===== src/rtl/metro_code_entry_if.sv =====
// Keypad and downstream-gate signal bundle for metro_code_entry.
// master = the code-entry block, slave = keypad/downstream side.
interface metro_code_entry_if;
    logic       key_strobe;
    logic [3:0] key_val;
    logic [1:0] fsm_state;
    logic       validate_code;
    logic [3:0] access_code;
    logic       code_err;
    logic       timeout_p;
    logic [1:0] entry_state;
    logic       lockout;

    modport master (
        input  key_strobe, key_val, fsm_state,
        output validate_code, access_code, code_err, timeout_p, entry_state, lockout
    );

    modport slave (
        output key_strobe, key_val, fsm_state,
        input  validate_code, access_code, code_err, timeout_p, entry_state, lockout
    );
endinterface


===== src/rtl/metro_code_entry.sv =====
// Keypad code-entry front end: collects up to two decimal digits and issues a 4-bit code to the
// gate FSM when it is idle. Optional failure lockout is built when CODE_ENTRY_LOCKOUT_EN is defined.
module metro_code_entry #(
    parameter int unsigned TIMEOUT_CYC = 16,
    parameter int unsigned MAX_FAIL    = 3,
    parameter int unsigned LOCK_CYC    = 32
) (
    input logic               clk,
    input logic               reset_n,
    metro_code_entry_if.master bus
);
    localparam logic [1:0] ST_IDLE    = 2'b00;
    localparam logic [1:0] ST_COLLECT = 2'b01;
    localparam logic [1:0] ST_WAIT_DS = 2'b10;
    localparam logic [3:0] KEY_CLEAR  = 4'hA;
    localparam logic [3:0] KEY_ENTER  = 4'hB;
    localparam logic [7:0] TMO_LAST   = 8'(TIMEOUT_CYC - 1);

    logic [1:0] state_q, state_d;
    logic [6:0] acc_q, acc_d;
    logic [1:0] cnt_q, cnt_d;
    logic [7:0] timer_q, timer_d;
    logic [3:0] pend_q, pend_d;
    logic [3:0] code_q, code_d;
    logic       valid_q, valid_d;
    logic       err_q, err_d;
    logic       tmo_q, tmo_d;
    logic       locked;
    logic       is_digit, is_clear, is_enter;
    logic [6:0] acc_mac;

    assign is_digit = bus.key_strobe && (bus.key_val <= 4'd9);
    assign is_clear = bus.key_strobe && (bus.key_val == KEY_CLEAR);
    assign is_enter = bus.key_strobe && (bus.key_val == KEY_ENTER);
    // acc*10 + d; only used while acc holds a single digit, so 7 bits never overflow
    assign acc_mac  = (acc_q << 3) + (acc_q << 1) + {3'b000, bus.key_val};

    always_comb begin
        state_d = state_q;
        acc_d   = acc_q;
        cnt_d   = cnt_q;
        timer_d = timer_q;
        pend_d  = pend_q;
        code_d  = code_q;
        valid_d = 1'b0;
        err_d   = 1'b0;
        tmo_d   = 1'b0;
        if (locked) begin
            state_d = ST_IDLE;
            acc_d   = '0;
            cnt_d   = '0;
            timer_d = '0;
        end else begin
            case (state_q)
                ST_IDLE: begin
                    if (is_digit) begin
                        acc_d   = {3'b000, bus.key_val};
                        cnt_d   = 2'd1;
                        timer_d = '0;
                        state_d = ST_COLLECT;
                    end
                end
                ST_COLLECT: begin
                    if (bus.key_strobe) begin
                        timer_d = '0;
                        if (is_digit) begin
                            if (cnt_q < 2'd2) begin
                                acc_d = acc_mac;
                                cnt_d = cnt_q + 2'd1;
                            end
                        end else if (is_clear) begin
                            acc_d   = '0;
                            cnt_d   = '0;
                            state_d = ST_IDLE;
                        end else if (is_enter) begin
                            if (acc_q <= 7'd15) begin
                                pend_d  = acc_q[3:0];
                                state_d = ST_WAIT_DS;
                            end else begin
                                err_d   = 1'b1;
                                state_d = ST_IDLE;
                            end
                            acc_d = '0;
                            cnt_d = '0;
                        end
                    end else if (timer_q == TMO_LAST) begin
                        tmo_d   = 1'b1;
                        acc_d   = '0;
                        cnt_d   = '0;
                        state_d = ST_IDLE;
                    end else begin
                        timer_d = timer_q + 8'd1;
                    end
                end
                ST_WAIT_DS: begin
                    // CLEAR takes priority over a same-cycle downstream IDLE
                    if (is_clear) begin
                        state_d = ST_IDLE;
                    end else if (bus.fsm_state == 2'b00) begin
                        valid_d = 1'b1;
                        code_d  = pend_q;
                        state_d = ST_IDLE;
                    end
                end
                default: state_d = ST_IDLE;
            endcase
        end
    end

    always_ff @(posedge clk or negedge reset_n) begin
        if (!reset_n) begin
            state_q <= ST_IDLE;
            acc_q   <= '0;
            cnt_q   <= '0;
            timer_q <= '0;
            pend_q  <= '0;
            code_q  <= '0;
            valid_q <= 1'b0;
            err_q   <= 1'b0;
            tmo_q   <= 1'b0;
        end else begin
            state_q <= state_d;
            acc_q   <= acc_d;
            cnt_q   <= cnt_d;
            timer_q <= timer_d;
            pend_q  <= pend_d;
            code_q  <= code_d;
            valid_q <= valid_d;
            err_q   <= err_d;
            tmo_q   <= tmo_d;
        end
    end

`ifdef CODE_ENTRY_LOCKOUT_EN
    logic [7:0] fail_q;
    logic [7:0] lock_tmr_q;
    logic       lock_q;

    // Lockout rises together with the code_err pulse that reaches MAX_FAIL
    always_ff @(posedge clk or negedge reset_n) begin
        if (!reset_n) begin
            fail_q     <= '0;
            lock_tmr_q <= '0;
            lock_q     <= 1'b0;
        end else if (lock_q) begin
            if (lock_tmr_q == 8'(LOCK_CYC - 1)) begin
                lock_q     <= 1'b0;
                lock_tmr_q <= '0;
                fail_q     <= '0;
            end else begin
                lock_tmr_q <= lock_tmr_q + 8'd1;
            end
        end else if (valid_d) begin
            fail_q <= '0;
        end else if (err_d) begin
            if (fail_q + 8'd1 == 8'(MAX_FAIL)) begin
                lock_q     <= 1'b1;
                lock_tmr_q <= '0;
            end
            fail_q <= fail_q + 8'd1;
        end
    end

    assign locked = lock_q;
`else
    logic unused_cfg;
    assign unused_cfg = ^{8'(MAX_FAIL), 8'(LOCK_CYC)};
    assign locked     = 1'b0;
`endif

    assign bus.validate_code = valid_q;
    assign bus.access_code   = code_q;
    assign bus.code_err      = err_q;
    assign bus.timeout_p     = tmo_q;
    assign bus.entry_state   = state_q;
    assign bus.lockout       = locked;
endmodule


===== src/flat_wrapper.sv =====
// flat-port wrapper written by rule: the top's interface ports become plain ports
module metro_code_entry_flat 
#(
    parameter int unsigned TIMEOUT_CYC = 16,
    parameter int unsigned MAX_FAIL    = 3,
    parameter int unsigned LOCK_CYC    = 32
)
  (clk, reset_n, bus_key_strobe, bus_key_val, bus_fsm_state, bus_validate_code, bus_access_code, bus_code_err, bus_timeout_p, bus_entry_state, bus_lockout);
  metro_code_entry_if bus_i ();
  input logic clk;
  input logic reset_n;
  input wire logic [$bits(bus_i.key_strobe)-1:0] bus_key_strobe;
  input wire logic [$bits(bus_i.key_val)-1:0] bus_key_val;
  input wire logic [$bits(bus_i.fsm_state)-1:0] bus_fsm_state;
  output wire logic [$bits(bus_i.validate_code)-1:0] bus_validate_code;
  output wire logic [$bits(bus_i.access_code)-1:0] bus_access_code;
  output wire logic [$bits(bus_i.code_err)-1:0] bus_code_err;
  output wire logic [$bits(bus_i.timeout_p)-1:0] bus_timeout_p;
  output wire logic [$bits(bus_i.entry_state)-1:0] bus_entry_state;
  output wire logic [$bits(bus_i.lockout)-1:0] bus_lockout;
  assign bus_i.key_strobe = bus_key_strobe;
  assign bus_i.key_val = bus_key_val;
  assign bus_i.fsm_state = bus_fsm_state;
  assign bus_validate_code = bus_i.validate_code;
  assign bus_access_code = bus_i.access_code;
  assign bus_code_err = bus_i.code_err;
  assign bus_timeout_p = bus_i.timeout_p;
  assign bus_entry_state = bus_i.entry_state;
  assign bus_lockout = bus_i.lockout;
  metro_code_entry #(.TIMEOUT_CYC(TIMEOUT_CYC), .MAX_FAIL(MAX_FAIL), .LOCK_CYC(LOCK_CYC)) u_core (.clk(clk), .reset_n(reset_n), .bus(bus_i));
endmodule

===== config.mk =====
export PLATFORM = sky130hd
export DESIGN_NAME = metro_code_entry_flat
export DESIGN_NICKNAME = d
export VERILOG_FILES = /design/src/rtl/metro_code_entry_if.sv /design/src/rtl/metro_code_entry.sv /design/src/flat_wrapper.sv
export SDC_FILE = /design/constraint.sdc
export NUM_CORES = 1
export LEC_CHECK = 0
export ABC_AREA = 1
export BUFFER_PORTS_ARGS = -buffer_cell sky130_fd_sc_hd__buf_2
export CAP_MARGIN = 0
export CORE_MARGIN = 10
export CORE_UTILIZATION = 52
export DETAILED_ROUTE_END_ITERATION = 10
export PLACE_DENSITY = 0.75
export REMOVE_ABC_BUFFERS = 1
export SYNTH_ARGS = -nofsm -noshare
export SYNTH_HDL_FRONTEND = slang
export SYNTH_SLANG_ARGS = --single-unit

===== constraint.sdc =====
create_clock -name clk -period 2.05 [get_ports clk]
set_clock_uncertainty 0.05 [all_clocks]
set_input_delay 0.3075 -clock clk [delete_from_list [all_inputs] [get_ports clk]]
set_output_delay 0.3075 -clock clk [all_outputs]
set_load 0.01 [all_outputs]

==> results of run 1 <==
-- Yosys cell counts, drive strengths merged --
cell type  number  area (um2)
a211oi          1        7.51
a21oi           7        35.0
buf             1        7.51
conb            1        3.75
dfrtp          30         751
fa              2        40.0
ha              9         113
inv            27         101
nand2          83         329
nand3          17        90.1
nand3b          1        11.3
nand4           7        43.8
nor2           26         120
o21ai          16        80.1
o22ai           1        6.26
or2             2        12.5
xor2            2        17.5
-- where the power goes --
group          switching, uW  total [uW]  internal, uW  leakage, uW
combinational            603        1030           422     0.000663
sequential               109         844           735     0.000402
clock                    203         369           166    0.0000353
total                    915        2240          1320      0.00110
-- worst max-delay path, cell delays in order, from the launching register on --
cell and delay, ns:
dfrtp_1 0.41, inv_2 0.08, fa_2 0.46, fa_2 0.37, buf_4 0.14, xor2_1 0.14, nor2_1 0.11, nand2_1 0.06
nand2_1 0.06
-- how the worst max path moves through the flow --
| stage | startpoint | to | slack, ns | cells past startpoint |
|---|---|---|---|---|
| 6_report | u_core.acc_q[0]$_DFFE_PN0P_ | u_core.acc_q[4]$_DFFE_PN0P_ | 0.11 | 8 |
| 3_3_place_gp | bus_key_val[3] | u_core.acc_q[6]$_DFFE_PN0P_ | 0.008 | 12 |
| 5_1_grt | u_core.acc_q[0]$_DFFE_PN0P_ | u_core.acc_q[6]$_DFFE_PN0P_ | -0.02 | 11 |
| 3_5_place_dp | bus_key_val[3] | u_core.acc_q[6]$_DFFE_PN0P_ | -0.05 | 12 |
| 4_1_cts | u_core.acc_q[2]$_DFFE_PN0P_ | u_core.acc_q[6]$_DFFE_PN0P_ | 0.05 | 11 |
| 2_1_floorplan | u_core.acc_q[0]$_DFFE_PN0P_ | u_core.acc_q[6]$_DFFE_PN0P_ | 0.09 | 11 |
-- state kept, by name, indices dropped and copies added (netlist names) --
| register | flops |
|---|---|
| u_core.acc_q | 7 |
| u_core.bus.access_code | 4 |
| u_core.bus.code_err | 1 |
| u_core.bus.entry_state | 2 |
| u_core.bus.timeout_p | 1 |
| u_core.bus.validate_code | 1 |
| u_core.cnt_q | 2 |
| u_core.pend_q | 4 |
| u_core.timer_q | 8 |
-- layout make-up --
type,count,area (um2),share of cell area [%]
Clock inverter,1,5.00,0.242
Clock buffer,7,55.1,2.67
Inverter,27,101,4.91
Sequential cell,30,751,36.4
Tap cell,46,57.6,2.79
Multi-Input combinational cell,175,940,45.5
Timing Repair Buffer,26,155,7.52
-- logic make-up (layout without fill, tap and decap cells) --
kind of cell / after synthesis / in the layout / share of synthesized area [%]
other: 1 / 1 / 0.212
xor gates and xnor gates: 2 / 2 / 0.990
and+or+nand+nor: 136 / 136 / 34.3
adders and majority gates: 11 / 11 / 8.63
AOI/OAI and AO/OA: 25 / 25 / 7.28
DFF: 30 / 30 / 42.4
buffers and inverters: 28 / 61 / 6.15
-- routing by layer --
metal	up-vias	share of wire [%]	global-route usage (%)
li1	809	-	-
met1	735	45	17.1
met2	43	47	19.6
met3	3	7.2	4.56
met4	0	0.71	5.20
met5	-	0	0
-- through the flow --
step	cell area [um2]	total power, uW	instances	util, %
floorplan	1760	1520	232	-
finish	2060	2240	312	62.4
detailed placement	1960	1800	302	59.1
CTS	2030	2190	311	61.3
global route	2060	2470	312	62.4
global placement	1960	1770	302	59.1
-- repair_timing --
action | CTS | global route
setup buffers | 0 | 1
endpoints found under the hold margin | 30 | 0
endpoints found under the setup margin | 1 | 3
pin swaps | 1 | 3
resized for setup | 1 | 7
hold buffers | 1 | 0
==> results.ini, run 1 <==
[final_layout]
area_growth_pct=16.7
fill_cells=308
diodes=0
layout_common_cells=nand2_1, dfrtp_1, inv_1, nor2_1, buf_2
fin_nets=285
drive_gt1_share_pct=18.4
final_common_cell=nand2_1

[cts]
ctsHtreeMaxLevel=2
numCtsBuffers=5
clkSlewWorstSetupHoldPaths_ns=0.10
cts_sinks=30
cts_tree=built
clock_latency_ns=0.33
clock_path_buffers=2
cts-root-buf=clkbuf_4

[route]
drtIter0Drc=96
routed_via_density=5.10
routed_wl_mm=3.95
drt_first_pass_iters=4
drc=0
wl_per_cell_um=12.7
vias=1590
detail-route-antenna-nets=0

[floorplan]
die_w_um=78.3
dieArea_um2=6140
start_util_pct=53.4
fp.coreArea_um2=3310
rows=21
die_height_um=78.3
ioPinCount=19

[global_route]
grt_pass1_wl_mm=6.66
grt_usage_pct=13.1
grt-ovfl-total=0
antenna_found_initial=0
grt_pass1_vias=1459
grt_max_degree=31

[synth]
ys_seq_area_share_pct=42.4
ys_types=22
synth_warnings=0
ys_seq_elements=30
syn_inst=233
avgSynthCellArea_um2=7.59
synth.cell_area_um2=1770

[timing]
hold_ws_ns=0.238
fmax_mhz=516
worstMarginPinSlew_ns=0.651
maxSlewViolCount=0
fin_crit_sh_pct=94.6
relSlewSlack_pct=56.6
hold_violations=0
min_period_ns=1.94
final-setup-viol-count=0
layout_setup_ws_ns=0.111
setup_tns_ns=0

[power]
powerDensity_nw_per_um2=1080
ir_worst_vdd_uv=531
power_leakage_uw=0.00110

[setup_path]
r2r-start=u_core.acc_q[0]$_DFFE_PN0P_
required_ns=2.28
cp_max_fo=2
r2r_slack_ns=0.11
cp-start-kind=register
critPathKind=register to register
cp-end-kind=register
worstPathArrival_ns=2.17
r2r_end=u_core.acc_q[4]$_DFFE_PN0P_
r2r_cells=8

[job]
maxCapViolCount=0

[placed_design]
dp_hpwl_mm=2.90
port_buffers=17
pre_cts_ws_ns=-0.0536
gp_congestion=0.818

[worst_hold_path]
whs_path_depth=3
hold_end=u_core.bus.code_err$_DFF_PN0_
worstHoldStart=bus_key_val[0]
hold_class=primary input to register

[status]
status=finished clean

Note: power is estimated with default switching activity, not from simulation.
==> inputs of run 2 (changes only) <==
==> constraint.sdc (replaced) <==
create_clock -name clk -period 1.75 [get_ports clk]
set_clock_uncertainty 0.05 [all_clocks]
set_input_delay 0.2625 -clock clk [delete_from_list [all_inputs] [get_ports clk]]
set_output_delay 0.2625 -clock clk [all_outputs]
set_load 0.01 [all_outputs]
==> run 2 against run 1 <==
Against the previous run:
- the run now ends with negative setup slack left
- clock power rose by 18%
- wire length fell by 4.0%
- cell count rose by 1.3%
- first-iteration DRC count rose by 53%
- die area did not move
- hold slack got worse by 0.076 ns
- fmax rose by 1.2%
- global-route usage rose by 0.27 points
- critical path type unchanged
- critical endpoint is now u_core.acc_q[6]$_DFFE_PN0P_
- highest routed layer unchanged
==> results.ini, run 2 (synthesis results as in run 1) <==
[cts]
cts-root-buf=clkbuf_4
cts_tree=built
clock_path_buffers=2
post-cts-setup-buffers=0
clock_latency_ns=0.34
numCtsBuffers=5
ctsHtreeMaxLevel=2
clkSlewWorstSetupHoldPaths_ns=0.10
cts_sinks=30

[global_route]
grt_usage_pct=13.4
grt_max_degree=31
grt-ovfl-total=0
antenna_found_initial=0
grt_pass1_vias=1516
grt_pass1_wl_mm=6.78

[timing]
worstMarginPinSlew_ns=0.671
hold_violations=0
fmax_mhz=522
fin_crit_sh_pct=109
maxSlewViolCount=0
rsz0062_at_grt=true
min_period_ns=1.92
relSlewSlack_pct=55.3
final-setup-viol-count=4
layout_setup_ws_ns=-0.166
setup_tns_ns=-0.415

[power]
power_uw=2660
powerDensity_nw_per_um2=1280
power_leakage_uw=0.00112
ir_worst_vdd_uv=603

[floorplan]
start_util_pct=53.4
die_w_um=78.3
rows=21
die_height_um=78.3
fp.coreArea_um2=3310
ioPinCount=19
dieArea_um2=6140

[setup_path]
cp-start-kind=register
cp-end-kind=register
critPathKind=register to register
required_ns=1.94
cp_max_fo=2
worstPathArrival_ns=2.11

[route]
drtIter0Drc=147
drt_first_pass_iters=4
drc=0
routed_via_density=5.04
routed_wl_mm=3.79
detail-route-antenna-nets=0
wl_per_cell_um=12.0
vias=1592

[placed_design]
dp_hpwl_mm=2.86
port_buffers=17
dpl_cell_area_um2=1990
gp_congestion=0.798
dp.cells=307
pre_cts_ws_ns=-0.313

[final_layout]
drive_gt1_share_pct=20.0
final_common_cell=nand2_1
area_growth_pct=17.6
largest_register_ffs=8
fill_cells=295
layout.cells.non_filler=316
design_area_um2=2080
layout_common_cells=nand2_1, dfrtp_1, inv_1, nor2_1, buf_2
regMostFlops=u_core.timer_q
fin_nets=289
reg_top3=u_core.timer_q (8), u_core.acc_q (7)
diodes=0

[job]
maxCapViolCount=0

[worst_hold_path]
hold_class=primary input to register

[status]
status=complete, but fails checks
failed_checks=negative setup slack

==> run 2: changes by cell type in the layout (fill, tap and decap cells not counted), sizes merged <==
cell	before	now
buf	25	29
==> run 2: what timing repair did <==
action,CTS,global route
gates resized for setup,3,5
hold buffers,1,0
pin swaps,8,5
gates cloned,0,0
setup endpoints to repair,4,6
hold endpoints to repair,30,0
==> run 2: layer usage <==
| layer | up-vias | global-route usage, % | wire length, um |
|---|---|---|---|
| li1 | 822 | - | - |
| met1 | 725 | 17.5 | 1810 |
| met2 | 37 | 19.5 | 1660 |
| met3 | 8 | 4.56 | 233 |
| met4 | 0 | 6.27 | 91 |
| met5 | - | 0 | 0 |
==> run 2: cell type report <==
class                           count  area, um2  share of cell area [%]
Sequential cell                    30        751                    36.1
Clock inverter                      1       5.00                   0.241
Clock buffer                        7       55.1                    2.65
Tap cell                           46       57.6                    2.77
Inverter                           27        101                    4.87
Multi-Input combinational cell    175        926                    44.5
Timing Repair Buffer               30        185                    8.90
==> run 2: worst paths after layout <==
kind	start	end	slack (ns)	cells after the start
setup / recovery	u_core.acc_q[0]$_DFFE_PN0P_	u_core.acc_q[6]$_DFFE_PN0P_	-0.17	11
hold / removal	bus_key_val[0]	u_core.bus.code_err$_DFF_PN0_	0.16	3
setup reg to reg	u_core.acc_q[0]$_DFFE_PN0P_	u_core.acc_q[6]$_DFFE_PN0P_	-0.17	11
hold reg to reg	u_core.bus.access_code[3]$_DFFE_PN0P_	u_core.bus.access_code[3]$_DFFE_PN0P_	0.43	2
max in group asynchronous	reset_n	u_core.pend_q[0]$_DFFE_PN0P_	0.77	2
min in group asynchronous	reset_n	u_core.acc_q[5]$_DFFE_PN0P_	0.43	2
==> run 2: power breakdown <==
group          internal, uW  switching (uW)  total (uW)
clock network           194             240         434
registers               860             120         980
logic                   532             715        1250
total                  1590            1070        2660
==> run 2: through the flow <==
step                utilization [%]  hold WS, ns
global route                   62.8        0.158
floorplan                         -      -0.0831
finish                         62.8        0.163
CTS                            62.6        0.156
global placement               60.2        0.293
detailed placement             60.2        0.293
==> run 2: worst max-delay path, stage by stage (launching register included) <==
cell and delay [ns]:
dfrtp_1 0.40, inv_2 0.07, fa_1 0.45, fa_2 0.36
inv_1 0.06, nand3_1 0.06, nand2_1 0.08, nand3_1 0.07
nand2_1 0.06, nor2_1 0.04, nand2_1 0.07, nand2_1 0.06
==> inputs of run 3 (changes only) <==
--- a/config.mk
+++ b/config.mk
@@ -9,9 +9,9 @@
 export BUFFER_PORTS_ARGS = -buffer_cell sky130_fd_sc_hd__buf_2
 export CAP_MARGIN = 0
 export CORE_MARGIN = 10
-export CORE_UTILIZATION = 52
+export CORE_UTILIZATION = 45
 export DETAILED_ROUTE_END_ITERATION = 10
-export PLACE_DENSITY = 0.75
+export PLACE_DENSITY = 0.66
 export REMOVE_ABC_BUFFERS = 1
 export SYNTH_ARGS = -nofsm -noshare
 export SYNTH_HDL_FRONTEND = slang
==> run 3 against run 2 <==
Against the previous run:
- total power is 17% higher
- via count up 3.3%
- die area rose by 11%
- design area grew 6.2%
- cell count grew 2.5%
- the run still ends with negative setup slack left
==> results.ini, run 3 (synthesis results as in run 1) <==
[status]
status=complete, but fails checks
failed_checks=negative setup slack

[setup_path]
cp-start-kind=register
cp_slowest_cell=fa_1
max_stage_delay_ns=0.46
cp_max_fo=2
required_ns=1.87
critPathKind=register to register
cp-end-kind=register
crit_chain=inv_2 > fa_1 > fa_2 > buf_6 > xor2_1 > nor2_1 > nand2_1 > nand2_1
cp_common_cell=nand2_1
r2r_cells=8
worstPathArrival_ns=2.08

[final_layout]
diodes=0
fill_cells=367
regMostFlops=u_core.timer_q
reg_top3=u_core.timer_q (8), u_core.acc_q (7)
layout.cells.non_filler=324
layout_common_cells=nand2_1, dfrtp_1, nor2_1, inv_1, buf_2
largest_register_ffs=8
fin_util_pct=59.0
area_growth_pct=24.9
fin_nets=295
final_common_cell=nand2_1
drive_gt1_share_pct=23.9

[floorplan]
die_w_um=82.7
rows=22
dieArea_um2=6840
start_util_pct=47.3
ioPinCount=19
fp.coreArea_um2=3740
die_height_um=82.7

[cts]
cts-root-buf=clkbuf_8
numCtsBuffers=5
cts_sinks=30
clock_path_buffers=2
clock_latency_ns=0.29
ctsHtreeMaxLevel=2
clkSlewWorstSetupHoldPaths_ns=0.07
cts_tree=built

[worst_hold_path]
whs_path_depth=3
hold_class=primary input to register

[global_route]
grt_max_degree=31
grt-ovfl-total=0
grt_use_met3_pct=4.21
grt_pass1_wl_mm=7.05
grt_usage_pct=13.4
grt_util_met2_pct=20.0
gr-usage-met1_pct=17.4
gr-max-usage-layer=met2
antenna_found_initial=0
grt_pass1_vias=1512

[route]
vias=1645
drtIter0Drc=77
detail-route-antenna-nets=0
drt_first_pass_iters=4
routed_via_density=5.08
drc=0
wl_per_cell_um=13.4
routed_wl_mm=4.33

[timing]
fin_crit_sh_pct=112
fmax_mhz=509
maxSlewViolCount=0
rsz0062_at_grt=true
final-setup-viol-count=4
layout_setup_ws_ns=-0.214
relSlewSlack_pct=52.6
worstMarginPinSlew_ns=0.712
setup_tns_ns=-0.607
min_period_ns=1.96
hold_violations=0
hold_ws_ns=0.236

[placed_design]
dp_hpwl_mm=2.95
dp.cells=310
gp_congestion=0.852
port_buffers=17

[job]
maxCapViolCount=0

[power]
internal-power_uw=1860
power_uw=3120
power_leakage_uw=0.00117
combPwrFrac_pct=49.5
switching_share_pct=40.4
ir_worst_vdd_uv=698
powerDensity_nw_per_um2=1410
switching_power_uw=1260
power_frac_seq_pct=31.5
p_clk_share_pct=19.0

[run 3: changes by cell type in the layout (fill, tap and decap cells not counted), sizes merged]
cell	previous run	this run
nor2	26	27
buf	29	34
[run 3: worst paths after layout]
kind | startpoint | endpoint | slack, ns
worst max register to register | u_core.acc_q[2]$_DFFE_PN0P_ | u_core.acc_q[4]$_DFFE_PN0P_ | -0.21
worst min register to register | u_core.pend_q[3]$_DFFE_PN0P_ | u_core.bus.access_code[3]$_DFFE_PN0P_ | 0.42
min in group asynchronous | reset_n | u_core.acc_q[5]$_DFFE_PN0P_ | 0.51
worst min-delay path | bus_fsm_state[1] | u_core.bus.entry_state[1]$_DFFE_PN0P_ | 0.24
max in group asynchronous | reset_n | u_core.bus.access_code[0]$_DFFE_PN0P_ | 0.67
worst max-delay path | u_core.acc_q[2]$_DFFE_PN0P_ | u_core.acc_q[4]$_DFFE_PN0P_ | -0.21
[run 3: layout make-up]
type / instances / area (um2) / share of cell area (%)
multi-input cells: 176 / 980 / 44.3
flip-flops and latches: 30 / 751 / 34.0
repair buffers: 35 / 226 / 10.2
clock buffers: 7 / 86.3 / 3.91
clock inverters: 1 / 5.00 / 0.227
well taps: 48 / 60.1 / 2.72
inverters: 27 / 101 / 4.59
[run 3: routing by layer]
layer	routed length [um]	part of all wire, %
met1	2020	47
met2	1890	44
met3	338	7.8
met4	78	1.8
met5	0	0
[run 3: stage by stage]
step / area [um2] / setup slack, ns
2_1_floorplan: 1760 / -0.208
3_3_place_gp: 2000 / -0.242
3_5_place_dp: 2000 / -0.274
4_1_cts: 2150 / -0.162
5_1_grt: 2210 / -0.301
6_report: 2210 / -0.214
[run 3: timing repair]
item                       4_1_cts  5_1_grt
hold buffers                     1        0
hold endpoints to repair         7        0
setup buffers                    1        3
gates cloned                     0        1
pin swaps                       15        3
resized for setup               11        7
setup endpoints to repair        4        9
[run 3: critical path, delay by kind of cell, from the launching register on]
family | cells | cell delay, ns
flip-flops | 1 | 0.39
XOR/XNOR | 1 | 0.13
AND/OR/NAND/NOR | 3 | 0.22
buffers and inverters | 2 | 0.21
adder cells (fa/ha/maj) | 2 | 0.85
[run 3: power groups by stage]
stage	Clock, uW	Sequential [uW]	Combinational [uW]
2_1_floorplan	0	989	789
3_3_place_gp	0	983	1190
3_5_place_dp	0	990	1210
4_1_cts	598	984	1350
5_1_grt	633	1000	1730
6_report	592	983	1540
